**config.mk**
```make
export PLATFORM = sky130hd
export DESIGN_NAME = fp_alu_seq
export DESIGN_NICKNAME = d
export VERILOG_FILES = /design/src/rtl/fp_alu_seq.sv
export SDC_FILE = /design/constraint.sdc
export NUM_CORES = 1
export LEC_CHECK = 0
export ABC_AREA = 0
export CAP_MARGIN = 5
export CORE_MARGIN = 4
export CORE_UTILIZATION = 59
export DETAILED_ROUTE_END_ITERATION = 8
export PLACE_DENSITY = 0.81
export SYNTH_ARGS = -nofsm -noshare
export SYNTH_HDL_FRONTEND = slang
export SYNTH_SLANG_ARGS = --single-unit
```
**constraint.sdc**
```tcl
create_clock -name clock -period 5.12 [get_ports clock]
set_input_delay 0.512 -clock clock [delete_from_list [all_inputs] [get_ports clock]]
set_output_delay 0.512 -clock clock [all_outputs]
set_load 0.01 [all_outputs]
```
**src/rtl/fp_alu_seq.sv**
```systemverilog
// fp_alu_seq: multi-cycle small-float ALU (ADD / SUB / MUL), default E4M3.
// Alignment and normalisation move one bit per cycle, so latency depends on the data.
// Rounding is truncation toward zero. Exponent 0 means zero; there is no Inf/NaN.
// Ports:
//   clock, reset_n          rising-edge clock, asynchronous active-low reset
//   in_valid/in_ready       operand handshake (in_ready high only in IDLE)
//   a, b                    operands {sign, exp, man}
//   alu_ctrl                4'b0001 ADD, 4'b0010 MUL, 4'b0011 SUB (a-b)
//   out_valid/out_ready     result handshake
//   y                       result
//   flags                   {invalid_op, overflow, underflow}
module fp_alu_seq #(
    parameter int unsigned EXP_W = 4,
    parameter int unsigned MAN_W = 3,
    localparam int unsigned W    = 1 + EXP_W + MAN_W
) (
    input  logic         clock,
    input  logic         reset_n,
    input  logic         in_valid,
    output logic         in_ready,
    input  logic [W-1:0] a,
    input  logic [W-1:0] b,
    input  logic [3:0]   alu_ctrl,
    output logic         out_valid,
    input  logic         out_ready,
    output logic [W-1:0] y,
    output logic [2:0]   flags
);

    // Internal mantissa: {carry, hidden, MAN_W fraction bits, 2 guard bits}
    localparam int unsigned MW      = MAN_W + 4;
    // Signed working exponent; covers ea+eb-bias+1 and the left-normalise range
    localparam int unsigned EI_W    = EXP_W + 2;
    localparam int unsigned PW      = 2 * MAN_W + 2;
    localparam int unsigned BIAS    = (1 << (EXP_W - 1)) - 1;
    localparam int unsigned EXP_MAX = (1 << EXP_W) - 1;
    localparam int unsigned SH_MAX  = MAN_W + 3;

    localparam logic signed [EI_W-1:0] EXP_HI = EI_W'(EXP_MAX);
    localparam logic signed [EI_W-1:0] EXP_LO = EI_W'(1);

    localparam logic [3:0] OP_ADD = 4'b0001;
    localparam logic [3:0] OP_MUL = 4'b0010;
    localparam logic [3:0] OP_SUB = 4'b0011;

    typedef enum logic [2:0] {
        S_IDLE,
        S_UNPACK,
        S_ALIGN,
        S_COMPUTE,
        S_NORM,
        S_DONE
    } state_t;

    state_t                  state;
    logic [W-1:0]            a_q;
    logic [W-1:0]            b_q;
    logic [3:0]              op_q;
    logic                    sgn_r;
    logic                    eff_sub;
    logic signed [EI_W-1:0]  exp_r;
    logic [MW-1:0]           man_l;
    logic [MW-1:0]           man_s;
    logic [EXP_W-1:0]        diff;

    // Unpack / swap signals
    logic                    is_mul_c;
    logic                    is_sub_c;
    logic                    op_ok_c;
    logic [EXP_W-1:0]        ea_c;
    logic [EXP_W-1:0]        eb_c;
    logic [MW-1:0]           ma_c;
    logic [MW-1:0]           mb_c;
    logic                    sb_c;
    logic                    a_big_c;
    logic [EXP_W-1:0]        e_big_c;
    logic [EXP_W-1:0]        e_sml_c;
    logic [MW-1:0]           m_big_c;
    logic [MW-1:0]           m_sml_c;
    logic                    s_big_c;
    logic                    s_sml_c;
    logic [EXP_W-1:0]        diff_raw_c;
    logic [EXP_W-1:0]        diff_cap_c;
    logic signed [EI_W-1:0]  mul_exp_c;

    // Compute / normalise / pack signals
    logic [PW-1:0]           prod_c;
    logic [MW-1:0]           prod_int_c;
    logic [MW-1:0]           man_n_c;
    logic signed [EI_W-1:0]  exp_n_c;
    logic                    sgn_n_c;
    logic                    norm_done_c;
    logic [W-1:0]            y_pk_c;
    logic [2:0]              flags_pk_c;

    // Operand decode, hidden-bit insertion and magnitude swap
    always_comb begin
        is_mul_c = (op_q == OP_MUL);
        is_sub_c = (op_q == OP_SUB);
        op_ok_c  = (op_q == OP_ADD) || is_mul_c || is_sub_c;
        ea_c     = a_q[W-2 -: EXP_W];
        eb_c     = b_q[W-2 -: EXP_W];
        ma_c     = (ea_c == '0) ? '0 : {2'b01, a_q[MAN_W-1:0], 2'b00};
        mb_c     = (eb_c == '0) ? '0 : {2'b01, b_q[MAN_W-1:0], 2'b00};
        sb_c     = b_q[W-1] ^ is_sub_c;
        a_big_c  = (a_q[W-2:0] >= b_q[W-2:0]);
        e_big_c  = a_big_c ? ea_c : eb_c;
        e_sml_c  = a_big_c ? eb_c : ea_c;
        m_big_c  = a_big_c ? ma_c : mb_c;
        m_sml_c  = a_big_c ? mb_c : ma_c;
        s_big_c  = a_big_c ? a_q[W-1] : sb_c;
        s_sml_c  = a_big_c ? sb_c : a_q[W-1];
        diff_raw_c = e_big_c - e_sml_c;
        // A zero small operand needs no alignment; beyond SH_MAX shifts it is zero anyway
        if (e_sml_c == '0) begin
            diff_cap_c = '0;
        end else if (32'(diff_raw_c) > SH_MAX) begin
            diff_cap_c = EXP_W'(SH_MAX);
        end else begin
            diff_cap_c = diff_raw_c;
        end
        mul_exp_c = EI_W'(ea_c) + EI_W'(eb_c) - EI_W'(BIAS);
    end

    // Mantissa product, realigned so its binary point sits under the hidden bit
    always_comb begin
        prod_c     = PW'(man_l[MW-2:2]) * PW'(man_s[MW-2:2]);
        prod_int_c = MW'({prod_c, 2'b00} >> MAN_W);
    end

    // One normalisation step; norm_done_c when the stepped value is final
    always_comb begin
        man_n_c     = man_l;
        exp_n_c     = exp_r;
        sgn_n_c     = sgn_r;
        norm_done_c = 1'b1;
        if (man_l == '0) begin
            sgn_n_c = 1'b0;
        end else if (man_l[MW-1]) begin
            man_n_c = man_l >> 1;
            exp_n_c = exp_r + EI_W'(1);
        end else if (!man_l[MW-2]) begin
            man_n_c     = man_l << 1;
            exp_n_c     = exp_r - EI_W'(1);
            norm_done_c = man_l[MW-3];
        end
    end

    // Pack with saturation on overflow and flush on underflow
    always_comb begin
        y_pk_c     = {sgn_n_c, exp_n_c[EXP_W-1:0], man_n_c[MW-3:2]};
        flags_pk_c = 3'b000;
        if (man_n_c == '0) begin
            y_pk_c = '0;
        end else if (exp_n_c > EXP_HI) begin
            y_pk_c     = {sgn_n_c, {EXP_W{1'b1}}, {MAN_W{1'b1}}};
            flags_pk_c = 3'b010;
        end else if (exp_n_c < EXP_LO) begin
            y_pk_c     = '0;
            flags_pk_c = 3'b001;
        end
    end

    // Control FSM and datapath registers
    always_ff @(posedge clock or negedge reset_n) begin
        if (!reset_n) begin
            state     <= S_IDLE;
            a_q       <= '0;
            b_q       <= '0;
            op_q      <= '0;
            sgn_r     <= 1'b0;
            eff_sub   <= 1'b0;
            exp_r     <= '0;
            man_l     <= '0;
            man_s     <= '0;
            diff      <= '0;
            in_ready  <= 1'b1;
            out_valid <= 1'b0;
            y         <= '0;
            flags     <= '0;
        end else begin
            case (state)
                S_IDLE: begin
                    if (in_valid && in_ready) begin
                        a_q      <= a;
                        b_q      <= b;
                        op_q     <= alu_ctrl;
                        in_ready <= 1'b0;
                        state    <= S_UNPACK;
                    end
                end
                S_UNPACK: begin
                    if (!op_ok_c) begin
                        y         <= '0;
                        flags     <= 3'b100;
                        out_valid <= 1'b1;
                        state     <= S_DONE;
                    end else begin
                        man_l   <= m_big_c;
                        man_s   <= m_sml_c;
                        eff_sub <= s_big_c ^ s_sml_c;
                        diff    <= diff_cap_c;
                        if (is_mul_c) begin
                            sgn_r <= a_q[W-1] ^ b_q[W-1];
                            exp_r <= mul_exp_c;
                            state <= S_COMPUTE;
                        end else begin
                            sgn_r <= s_big_c;
                            exp_r <= EI_W'(e_big_c);
                            state <= (diff_cap_c == '0) ? S_COMPUTE : S_ALIGN;
                        end
                    end
                end
                S_ALIGN: begin
                    man_s <= man_s >> 1;
                    diff  <= diff - EXP_W'(1);
                    if (diff == EXP_W'(1)) begin
                        state <= S_COMPUTE;
                    end
                end
                S_COMPUTE: begin
                    if (is_mul_c) begin
                        man_l <= prod_int_c;
                    end else if (eff_sub) begin
                        man_l <= man_l - man_s;
                    end else begin
                        man_l <= man_l + man_s;
                    end
                    state <= S_NORM;
                end
                S_NORM: begin
                    man_l <= man_n_c;
                    exp_r <= exp_n_c;
                    sgn_r <= sgn_n_c;
                    if (norm_done_c) begin
                        y         <= y_pk_c;
                        flags     <= flags_pk_c;
                        out_valid <= 1'b1;
                        state     <= S_DONE;
                    end
                end
                S_DONE: begin
                    if (out_valid && out_ready) begin
                        out_valid <= 1'b0;
                        in_ready  <= 1'b1;
                        state     <= S_IDLE;
                    end
                end
                default: begin
                    state <= S_IDLE;
                end
            endcase
        end
    end

endmodule

```
==> metrics, run 1 <==
max-slew violations=0; Synth Area in Adders=12.50%; Seq/Total Area, Yosys=32.07%; H-Tree Depth=3; TritonCTS sink count=slightly above 60; post-synthesis xor/xnor area fraction=4.387%; Peak Freq=288.5 MHz; CP delay by family, top=adder cells; reg2reg path depth=12; die outline area=~9600 um^2; CP Launch Type=register; setup_tns=0 ns; share of layout cells above drive strength 1=under 10%; WHS=between 0.2 and 0.3 ns; final worst slack=1.654 ns; r2r setup slk=approximately 1.7 ns; Synth top area share=a little under a third; I/O Buffers=36; post-synthesis simple-gate area fraction=about a fifth; Worst Path Arrival=3.74 ns; cell count after placement=approximately 660; Final Setup Violations=0; Top-Level Pins=37; Post-Layout Cell Count=roughly 680; largest area contributor in the netlist=dfrtp_1; worst flop-to-flop path endpoint=man_l[6]; Placed Area=5170 um^2; clk root buf=clkbuf_8; Post-synth EDFFs=0; clock skew=~0.012 ns; Post-CTS Resized=0; antenna violations before repair=0; Leak=0.002378 uW; hold_buf cts=0; vias=around 4,100; pin count of the biggest net entering global routing=62; Compound-Gate Fraction of Synth Area=~20%; vias in the first global route=a little over 4,000; worst rel slew slack=between 40% and 50%; dpl hpwl=8432 um; asr flop ratio synth=100.0%; Core ar.=around 7800 um^2; power per cell area=around 760 nW/um^2; Req. time, crit path=between 5 and 6 ns; RSZ-0062 raised after global routing=no; drt first-iter violations=between 200 and 300; mux contribution to synthesized area=under 10%; clk buf depth=2; syn nets=approximately 600; crit path time final=around 3.5 ns; via/cell ratio=roughly 6.1; DR WL/cell=between 15 and 20 um; VDD IR-drop max=507.8 uV; main combinational cell family by area after synthesis=simple AND/OR/NAND/NOR gates; Setup WS pre-CTS=between 1.5 and 2 ns; setup repair bufs after CTS=0; Seq cells post-synth=between 60 and 70; CP endpoint kind=register; Multi-input gate area=2987 um^2; GPL Wtd Cong=just under 0.9; Total GRT Usage=roughly a quarter; Yosys cell types=71; Most Frequent Cell on Critical Path=a21o_1; Mapped Cells=around 550; max_cap viols=0; Crit Path Class=reg -> reg; critical path peak fanout=10; crit-path cells=nand2_1 -> fa_1 -> fa_1 -> inv_1 -> ha_1 -> a21o_1 -> a21o_1 -> a21o_1 -> a21oi_1 -> xor2_1 -> or3_1 -> o211ai_1; Bufs and invs on worst path=1; first-pass GRT wire length=~19,000 um; YS warnings=0; fillers=620; delay of the slowest critical-path stage=between 0.6 and 0.7 ns; chip width=~100 um; Post-Syn Area=roughly 4800 um^2; Clock Latency Late Sink=0.35 ns; effective utilization at floorplan=around three fifths; Num CTS Buffers=9; total grt overflow=0; top cells by area, synth=dfrtp_1 (32%), ha_1 (10%), nand2_1 (5.1%); drc violations=0; Worst-path clk slew=roughly 0.08 ns; run status=completed; main flop type after synthesis=dfrtp_1; Final Hold Violating Endpoints=0; Final Cell Area=~5400 um^2; final wirelength=roughly 11,000 um; Slowest cell on crit path=fa_1; Area Overhead vs Synth=12.74%; register area=~1500 um^2; n_diodes=0; HP Class=in -> async; ANT nets after route=0; crit share post-route=between 60% and 70%; Syn Area/Cell=8.724 um^2; drt pass-1 iters=5; die height=97.85 um; FF-to-FF Start=man_l[2]; TritonCTS clock tree=yes; actual slew at the worst max-slew pin=0.7669 ns; row cnt=32; NumNets Final=around 640
worst max-delay path by stage:
| stage | from | to | slack (ns) | cells past startpoint |
|---|---|---|---|---|
| floorplan | man_s[4] | man_l[6] | 1.90 | 13 |
| global placement | man_l[2] | man_l[6] | 1.82 | 12 |
| detailed placement | man_l[2] | man_l[6] | 1.69 | 12 |
| CTS | man_l[2] | man_l[6] | 1.68 | 12 |
| global route | man_l[2] | man_l[6] | 1.49 | 12 |
| finish | man_l[2] | man_l[6] | 1.65 | 12 |
cell families (layout without fill, tap and decap cells):
logic type      Yosys count  in the layout
simple gates            186            186
compound gates          145            145
buf+inv                  65             94
flops                    61             61
fa+ha+maj                44             44
xor+xnor                 23             23
mux                      22             22
cell usage in the layout, fill, tap and decap left out, types with 10 or more instances in the layout:
cell,n
clkdlybuf4s50_1,35
nor2_1,36
o21ai_0,32
nand2_1,65
o21ai_1,16
inv_1,36
mux2_2,12
nand3_1,17
ha_1,38
a21oi_1,30
mux2i_1,10
dfrtp_1,60
and2_1,14
xnor2_1,16
worst register-to-register path: stages (launching register included):
cell      delay [ns]
dfrtp_1         0.56
nand2_1         0.15
fa_1            0.54
fa_1            0.61
inv_1           0.06
ha_1            0.29
a21o_1          0.16
a21o_1          0.19
a21o_1          0.18
a21oi_1         0.18
xor2_1          0.08
or3_1           0.31
o211ai_1        0.08
final cells by class:
class | instances | area share (%)
Inverter | 38 | 2.656
Clock inverter | 7 | 1.421
Tap cell | 102 | 2.377
Sequential cell | 61 | 28.45
Multi-Input combinational cell | 420 | 55.62
Clock buffer | 9 | 2.307
Timing Repair Buffer | 40 | 7.176
per-stage QoR:
stage / utilization, % / power (uW)
detailed placement: 66.22 / 3627
global route: 68.78 / 4488
CTS: 68.78 / 4087
finish: 68.78 / 4108
global placement: 66.22 / 3529
floorplan: - / 2989
sequential cells by signal, indices dropped and copies added (netlist names):
register / flops
exp_r: 6
eff_sub: 1
man_s: 6
sgn_r: 1
flags: 3
y: 8
in_ready: 1
out_valid: 1
diff: 4
op_q: 4
man_l: 7
b_q: 8
a_q: 8
state: 3
synthesized netlist by cell type, types with 3 or more instances:
library cell / instances
nand3b_1: 3
nor3_2: 4
a21oi_1: 30
a22o_1: 4
o21ai_1: 16
xor2_1: 6
mux2_2: 12
nor2b_1: 7
o21ai_0: 32
o221ai_1: 5
a211oi_1: 6
inv_1: 36
dfrtp_1: 60
a31oi_1: 5
a21o_1: 8
nand2_1: 65
xnor2_1: 16
nor4_1: 3
mux2i_1: 10
nand4_1: 4
a22oi_1: 7
nor2_1: 36
o31ai_1: 3
nand2b_1: 4
nor3_1: 8
or4_1: 4
and2_1: 14
fa_1: 6
nor3b_1: 4
ha_1: 38
a221oi_1: 3
nand3_1: 17
buf_2: 5
clkbuf_1: 19
layer usage:
layer  part of all wire, %  track usage [%]  up-vias
li1                      -                -     1993
met1                    44            30.51     1993
met2                    48            40.05      132
met3                   4.7            4.071       27
met4                   2.9            10.76        0
met5                     0                0        -
where the power goes:
part	leakage [uW]	internal (uW)	total, uW	switching (uW)
Clock	0.0000954	226	438	212
Sequential	0.000767	692	1030	337
Combinational	0.00152	1150	2640	1490
Total	0.00238	2070	4110	2040
No activity file was read; power rests on OpenSTA's default activity.
==> run 2: changes to the inputs <==
CORE_UTILIZATION = 54   (was 59)
PLACE_DENSITY = 0.78   (was 0.81)
clock period = 3.1 ns   (was 5.12 ns; I/O delays follow)
==> run 2 against run 1 <==
  * Critical path depth unchanged
  * Die area increased by 8.5%
  * Fmax increased by 14%
  * Worst hold slack improved by 0.19 ns
  * Combinational power increased by 78%
  * Sequential share of layout area decreased by 0.72 points
  * Wire length increased by 0.14%
==> metrics, run 2 (synthesized netlist as in run 1, its figures left out) <==
row cnt=34 (was 32); Worst Path Arrival=3.30 ns (was 3.74 ns); NumNets Final=654 (was 638); GPL Wtd Cong=0.8702 (was 0.8738); Worst-path clk slew=0.06 ns (was 0.08 ns); Multi-input gate area=3003 um^2 (was 2987 um^2); CP endpoint kind=register (unchanged); effective utilization at floorplan=55.16% (was 61.01%); power per cell area=1264 nW/um^2 (was 764.9 nW/um^2); via/cell ratio=5.954 (was 6.123); I/O Buffers=36 (unchanged); commonest cells after routing, fill and taps aside=nand2_1 (65), dfrtp_1 (60), ha_1 (38), inv_1 (36), nor2_1 (36) (unchanged); drc violations=0 (unchanged); register area=1528 um^2 (unchanged); pin count of the biggest net entering global routing=30 (was 62); VDD IR-drop max=707.1 uV (was 507.8 uV); commonest non-fill, non-tap cell in the layout=nand2_1 (unchanged); r2r setup slk=0.05 ns (was 1.65 ns); vias=4,144 (was 4,145); Final Hold Violating Endpoints=0 (unchanged); Core ar.=8636 um^2 (was 7807 um^2); critical path peak fanout=2 (was 10); Crit Path Class=reg -> reg (unchanged); TritonCTS clock tree=yes (unchanged); drt pass-1 iters=5 (unchanged); antenna violations before repair=0 (unchanged); die outline area=10,390 um^2 (was 9575 um^2); total grt overflow=0 (unchanged); TritonCTS sink count=61 (unchanged); top flop regs=a_q x8, b_q x8, y x8 (unchanged); DR WL/cell=16.10 um (was 16.53 um); Final Setup Violations=0 (unchanged); Top-Level Pins=37 (unchanged); clk root buf=clkbuf_8 (unchanged); setup_tns=0 ns (unchanged); crit share post-route=98.26% (was 67.69%); Total GRT Usage=22.64% (was 24.00%); Req. time, crit path=3.36 ns (was 5.39 ns); first-pass GRT wire length=18,810 um (was 19,010 um); worst rel slew slack=60.56% (was 47.55%); final wirelength=11,210 um (was 11,190 um); clk buf depth=2 (unchanged); Leak=0.002469 uW (was 0.002378 uW); share of layout cells above drive strength 1=11.90% (was 9.391%); clock skew=0.01085 ns (was 0.01239 ns); setup repair bufs after CTS=0 (unchanged); RSZ-0062 raised after global routing=yes (was no); Area Overhead vs Synth=15.68% (was 12.74%); max-slew violations=0 (unchanged); Setup WS pre-CTS=-0.004723 ns (was 1.690 ns); n_diodes=0 (unchanged); H-Tree Depth=3 (unchanged); dpl hpwl=8650 um (was 8432 um); fillers=709 (was 620); HP Class=reg -> reg (was in -> async); ANT nets after route=0 (unchanged); CP Launch Type=register (unchanged); Peak Freq=328.3 MHz (was 288.5 MHz); vias in the first global route=4,078 (was 4,082); Num CTS Buffers=9 (unchanged); run status=completed (unchanged); Clock Latency Late Sink=0.35 ns (about the same); actual slew at the worst max-slew pin=0.5766 ns (was 0.7669 ns); crit path time final=3.046 ns (was 3.466 ns); drt first-iter violations=164 (was 294); final worst slack=0.05397 ns (was 1.654 ns); max_cap viols=0 (unchanged); die height=101.9 um (was 97.85 um); chip width=101.9 um (was 97.85 um)
[run 2: power breakdown]
group          total, uW  switching (uW)  internal [uW]
combinational       4700            2670           2030
clock                711             310            401
sequential          1550             408           1150
total               6960            3390           3570
[run 2: what timing repair did]
action,in CTS,in global routing
hold endpoints to repair,21,0
resized for setup,1,5
hold buffers,1,0
endpoints found under the setup margin,1,3
pin swaps,0,1
[run 2: final timing paths]
path                               start       end  depth (start not counted)
min in group asynchronous        reset_n  man_l[4]                          2
worst min-delay path                y[2]      y[2]                          2
max in group asynchronous        reset_n    a_q[0]                          3
worst max-delay path            man_l[3]  man_l[6]                         12
worst max register to register  man_l[3]  man_l[6]                         12
worst min register to register      y[2]      y[2]                          2
[run 2: critical path, stage by stage (launching register included)]
cell      delay [ns]
dfrtp_1         0.38
nand2_1         0.08
fa_1            0.47
fa_1            0.51
inv_1           0.05
ha_1            0.28
a21o_1          0.16
a21o_1          0.19
a21o_1          0.19
a21oi_2         0.16
xor2_1          0.08
or3_1           0.32
o211ai_1        0.09
[run 2: routing by layer]
| metal | up-vias | global-route usage, % | wire [um] |
|---|---|---|---|
| li1 | 2020 | - | - |
| met1 | 1970 | 29.68 | 5051 |
| met2 | 128 | 37.42 | 5274 |
| met3 | 26 | 4.505 | 591 |
| met4 | 0 | 8.073 | 288 |
| met5 | - | 0 | 0 |
[run 2: metrics by stage]
step	std cells	total power [uW]	utilization [%]	area (um^2)	hold slack, ns
floorplan	546	4963	-	4787	0.01441
global placement	682	5972	61.26	5290	0.3470
detailed placement	682	6122	61.26	5290	0.3297
CTS	696	6873	63.58	5490	0.4921
global route	696	7585	63.81	5510	0.5159
finish	696	6963	63.81	5510	0.4859
[run 2: final cells by class]
class	count	share of cell area (%)
Clock inverter	2	0.6358
Inverter	38	2.589
Sequential cell	61	27.72
Timing Repair Buffer	56	9.355
Tap cell	108	2.452
Multi-Input combinational cell	420	54.50
Clock buffer	11	2.748
